[src/rtl/enc_event_packer.sv]
// Event packer: buffers edge events in a FWFT FIFO and emits 64-bit records on AXI4-Stream with tlast framing.
// Optional `ENC_PACK_DROP_CNT_EN` adds a saturating 32-bit drop_count output.
module enc_event_packer #(
    parameter int FIFO_DEPTH = 16,
    parameter int PKT_LEN    = 256
) (
    input  logic        clk,
    input  logic        rst,
    input  logic        enable,
    input  logic        flush,
    input  logic [63:0] s_axis_tdata,
    input  logic        s_axis_tuser,
    input  logic        s_axis_tvalid,
    input  logic        s_axis_tlast,
    output logic        s_axis_tready,
    output logic [63:0] m_axis_tdata,
    output logic        m_axis_tvalid,
    input  logic        m_axis_tready,
    output logic        m_axis_tlast,
`ifdef ENC_PACK_DROP_CNT_EN
    output logic [31:0] drop_count,
`endif
    output logic        overflow
);

    localparam int AW = $clog2(FIFO_DEPTH);
    localparam int CW = AW + 1;

    // Handshakes: a beat transfers on any cycle with tvalid && tready. The master
    // side holds tdata/tlast/tvalid while tvalid && !tready. The slave side never
    // stalls; tready is low only during reset and losses are flagged in-band.

    logic [63:0]   mem [FIFO_DEPTH];
    logic [AW-1:0] wr_ptr;
    logic [AW-1:0] rd_ptr;
    logic [CW-1:0] count;
    logic [15:0]   beat_cnt;
    logic          flush_pend;
    logic          loss_pend;
    logic          last_hold;

    logic          full;
    logic          empty;
    logic          wr_en;
    logic          drop;
    logic          rd_en;
    logic          beat_last;
    logic          flush_set;
    logic          unused_inputs;

    assign unused_inputs = ^{s_axis_tlast, s_axis_tdata[63:62]};

    assign full      = (count == CW'(FIFO_DEPTH));
    assign empty     = (count == '0);
    assign wr_en     = s_axis_tvalid && enable && !full;
    assign drop      = s_axis_tvalid && enable && full;
    assign rd_en     = m_axis_tvalid && m_axis_tready;
    assign beat_last = (beat_cnt == 16'(PKT_LEN - 1));
    assign flush_set = flush && !flush_pend && !(beat_cnt == '0 && empty);

    assign s_axis_tready = !rst;
    assign m_axis_tvalid = !empty;
    assign m_axis_tdata  = empty ? 64'd0 : mem[rd_ptr];
    // last_hold keeps a presented tlast from being retracted when a write lands during a stall
    assign m_axis_tlast  = !empty && (last_hold || beat_last ||
                                      (flush_pend && count == CW'(1)));

    always_ff @(posedge clk) begin
        if (wr_en) begin
            mem[wr_ptr] <= {s_axis_tuser, loss_pend, s_axis_tdata[61:0]};
        end
    end

    always_ff @(posedge clk) begin
        if (rst) begin
            wr_ptr <= '0;
            rd_ptr <= '0;
            count  <= '0;
        end else begin
            if (wr_en) wr_ptr <= wr_ptr + AW'(1);
            if (rd_en) rd_ptr <= rd_ptr + AW'(1);
            case ({wr_en, rd_en})
                2'b10:   count <= count + CW'(1);
                2'b01:   count <= count - CW'(1);
                default: count <= count;
            endcase
        end
    end

    always_ff @(posedge clk) begin
        if (rst) begin
            beat_cnt   <= '0;
            flush_pend <= 1'b0;
            last_hold  <= 1'b0;
        end else begin
            if (rd_en) beat_cnt <= m_axis_tlast ? 16'd0 : beat_cnt + 16'd1;

            if (flush_set)                  flush_pend <= 1'b1;
            else if (rd_en && m_axis_tlast) flush_pend <= 1'b0;

            if (rd_en)                              last_hold <= 1'b0;
            else if (m_axis_tvalid && m_axis_tlast) last_hold <= 1'b1;
        end
    end

    always_ff @(posedge clk) begin
        if (rst) begin
            loss_pend <= 1'b0;
            overflow  <= 1'b0;
        end else begin
            if (drop) begin
                loss_pend <= 1'b1;
                overflow  <= 1'b1;
            end else if (wr_en) begin
                loss_pend <= 1'b0;
            end
        end
    end

`ifdef ENC_PACK_DROP_CNT_EN
    always_ff @(posedge clk) begin
        if (rst) begin
            drop_count <= '0;
        end else if (drop && drop_count != 32'hFFFF_FFFF) begin
            drop_count <= drop_count + 32'd1;
        end
    end
`endif

endmodule

[config.mk]
export PLATFORM = sky130hd
export DESIGN_NAME = enc_event_packer
export DESIGN_NICKNAME = d
export VERILOG_FILES = /design/src/rtl/enc_event_packer.sv
export SDC_FILE = /design/constraint.sdc
export NUM_CORES = 1
export LEC_CHECK = 0
export ABC_CLOCK_PERIOD_IN_PS = 6500
export BUFFER_PORTS_ARGS = -buffer_cell sky130_fd_sc_hd__buf_2
export CAP_MARGIN = 20
export CORE_ASPECT_RATIO = 1.2
export CORE_MARGIN = 5
export CORE_UTILIZATION = 50
export CTS_CLUSTER_SIZE = 25
export DETAILED_ROUTE_END_ITERATION = 8
export HOLD_SLACK_MARGIN = 0.06
export PLACE_DENSITY = 0.77
export SLEW_MARGIN = 20
export SYNTH_ARGS = -nofsm -noshare
export SYNTH_HDL_FRONTEND = slang
export SYNTH_SLANG_ARGS = --single-unit
[constraint.sdc]
create_clock -name clk -period 6.5 [get_ports clk]
set_input_delay 0.975 -clock clk [delete_from_list [all_inputs] [get_ports clk]]
set_output_delay 0.975 -clock clk [all_outputs]
set_load 0.05 [all_outputs]
==> results.md <==
* Outcome: complete, no violations
* Width of the die at 271 microns
* P per Cell Area at 369 nW/um^2
* Max H-tree Level at 3
* Area delta synth->final at 12.7%
* Mux cell area share after synthesis at 17.3%
* Clk pwr share at 33.0%
* Netlist cell types at 60
* Period utilization at 72.1%
* MaxCap Viol Count at 0
* Ys flop type: edfxtp_1
* Rel. slew slack at 28.6%
* Vias in the first global route at 20.5k
* Die area at 87500 sq um
* # DRC at 0
* Delay of the slowest critical-path stage at 0.70 ns
* Worst hold path cell count at 2
* WL met1 at 33.4 mm
* Share of post-route cells with drive strength above 1 at 29.1%
* Largest family of logic cells by synthesized area: multiplexers
* Synth top area cells: edfxtp_1, mux4_2, mux2i_1, dfxtp_1, o22ai_1
* Worst Slack Setup Final at 1.81 ns
* Total Wirelength at 92.6 mm
* Asr flop ratio synth at 0%
* Maximum VDD drop at 0.000271 V
* Net Sw Frac at 29.2%
* Largest net degree at the start of global routing at 73
* Final Hold Fails at 0
* Mapped Avg Cell Area at 22.5 sq um
* Min-Delay Startpoint: overflow$_SDFFE_PP0P_
* CORE AREA at 80900 sq um
* Sw Pwr at 4960 uW
* Global route overflow at 0
* Seq pwr share at 45.3%
* DRT iter0 DRCs at 2277
* Initial antenna violation count at 20
* Most frequent cells in the layout: edfxtp_1, mux4_2, buf_2
* Post-Synth XOR/XNOR Area at 0.214%
* Hold Path Class: reg2reg
* Syn_nets at 1900
* Post-DP HPWL at 47.2 mm
* Die H at 323 microns
* Wirelength per Cell at 29.7 microns
* Power share of the combinational group at 21.7%
* Synth Area in Compound Gates at 1.86%
* Metal3 WL at 8.50 mm
* Worst-path cell chain: inv_1 -> ha_1 -> nor4b_4 -> inv_6 -> nand2b_2 -> buf_4 -> o22ai_1 -> buf_2
* Sequential share of the synthesized area at 77.1%
* Worst setup EP type: output port
* Place WS at 2.52 ns
* First-pass GRT wire length at 136 mm
* Total track usage at 21.1%
* Routed Antenna Nets at 0
* R2R cell count at 8
* Router iterations before antenna repair at 5
* #FFs+latches synth at 1061
* Post-CTS Hold Buffers at 0
* Routability Congestion at 0.792
* Worst R2R Setup Slack at 2.96 ns
* Post-CTS Setup Bufs at 0
* Adder-Cell Fraction of Synth Area at 0.368%
* RSZ-0062 raised after global routing: no
* Internal cell power at 12000 uW
* WP buf/inv at 4
* Initial Utilization at 50.5%
* # rows at 114
* Crit path max-delay family: simple AND/OR/NAND/NOR gates
* Mapped Cells at 1816
* I/O Buffers at 136
* # clock sinks at 1061
* Highest routed layer: met5
* Worst setup SP type: flip-flop
* Vias per Instance at 6.25
* Post-Synth Simple-Gate Area at 1.72%
* R2r startpoint: count[0]$_SDFFE_PP0P_
* TritonCTS clock tree: done
* Hold Path Sink: overflow$_SDFFE_PP0P_
* Via count at 19.5k
* Max-slew violations at 0
* Most common cell after layout, fill and taps aside: edfxtp_1
* Layout Skew at 0.0299 ns
* CTS max path bufs at 3
* TritonCTS Buffers at 95
* Pleak at 0.0139 uW
* Met2 wire len at 48.0 mm
* Fmax at 213 MHz
* Synth Warn # at 0
* Least-Margin Pin Slew at 1.07 ns
* Worst path arrival time at 3.71 ns
* Crit-path max FO at 23
* Crit path time final at 4.69 ns
* Num ports at 140
* Reg clk slew, reported paths at 0.06 ns
* TNS Setup at 0 ns
* Slowest-stage cell, CP: nand2b_2
* CP Class: reg2out
* Worst EP required at 5.52 ns
* Number of synthesized flops with an enable pin at 1024
* Synthesized area at 40800 sq um
* Setup violations, final at 0
* Reg2reg end: mem[1][62]$_DFFE_PP_
* Root Buffer: clkbuf_16
* Total power at 17000 uW
* Synth area leader: edfxtp_1
* Worst-Skew Late Latency at 0.67 ns
* Post-synth top area share at 75.3%
* Resized Gates After CTS at 0
* Nets at 2077
-- power by group through the flow --
stage	Clock (uW)	Combinational [uW]	Sequential, uW
2_1_floorplan	0	2830	7760
3_3_place_gp	0	3640	7840
3_5_place_dp	0	3700	7850
4_1_cts	5670	3740	7700
5_1_grt	5980	3900	7710
6_report	5600	3680	7700
-- cell usage after synthesis, types with 12 or more instances --
master       n
nor2_1      28
mux2i_1    129
clkbuf_1    27
buf_4       28
dfxtp_1     37
o22ai_1     69
nand3_1     12
nand2_1     20
buf_2       40
nand4_1     12
a21oi_1     15
ha_1        12
edfxtp_1  1024
mux4_2     256
inv_1       14
-- routing by layer --
layer,global-route usage (%),vias up
met4,7.12,10
met1,27.2,10300
li1,-,8068
met2,36.3,1011
met5,0,-
met3,4.61,168
-- worst max-delay path by stage --
| stage | start | endpoint | slack, ns | cells after the start |
|---|---|---|---|---|
| final | count[0]$_SDFFE_PP0P_ | m_axis_tdata[0] | 1.81 | 8 |
| after global routing | count[1]$_SDFFE_PP0P_ | m_axis_tdata[0] | 1.69 | 8 |
| after CTS | count[0]$_SDFFE_PP0P_ | m_axis_tdata[0] | 1.79 | 8 |
| after detailed placement | count[0]$_SDFFE_PP0P_ | m_axis_tdata[0] | 2.52 | 8 |
| after global placement | count[0]$_SDFFE_PP0P_ | m_axis_tdata[0] | 2.58 | 8 |
| after floorplan | s_axis_tvalid | mem[0][0]$_DFFE_PP_ | 0.12 | 4 |
-- cell type report --
type                            instances  area [sq um]
Clock inverter                         43           520
Sequential cell                      1061         31500
Antenna cell                           13          32.5
Tap cell                             1044          1310
Inverter                               16          65.1
Multi-Input combinational cell        640          8870
Fill cell                            5521         34800
Timing Repair Buffer                  179          1180
Clock buffer                          125          2560
-- metrics by stage --
| stage | hold slack [ns] | std cells | instance area [sq um] | util [%] |
|---|---|---|---|---|
| final | 0.464 | 3121 | 46000 | 56.9 |
| after global routing | 0.537 | 3112 | 46000 | 56.9 |
| after CTS | 0.472 | 3108 | 46000 | 56.9 |
| after detailed placement | 0.456 | 2940 | 42900 | 53.1 |
| after global placement | 0.450 | 2938 | 42900 | 53.0 |
| after floorplan | 0.463 | 1816 | 40800 | - |
-- state kept, by name (all words and copies together) (netlist names), named ones only --
| name | cells |
|---|---|
| overflow | 1 |
| mem | 1024 |
| loss_pend | 1 |
| rd_ptr | 4 |
| wr_ptr | 4 |
| flush_pend | 1 |
| last_hold | 1 |
| count | 5 |
| beat_cnt | 16 |
-- cells by family (layout without fill, tap and decap cells) --
kind of cell / Yosys count / count (layout)
muxes: 385 / 385
buffers and inverters: 115 / 363
xor gates and xnor gates: 10 / 10
AOI/OAI and AO/OA: 116 / 116
and+or+nand+nor: 117 / 117
adders and majority gates: 12 / 12
other: 0 / 13
DFF: 1061 / 1061
-- worst min-delay path: cells and delay by family (launching register included) --
kind / cells / cell delay (ns)
AO/OA/AOI/OAI: 1 / 0.04
flip-flops: 1 / 0.32
AND/OR/NAND/NOR: 1 / 0.07
Power figures use the tool's default switching activity.
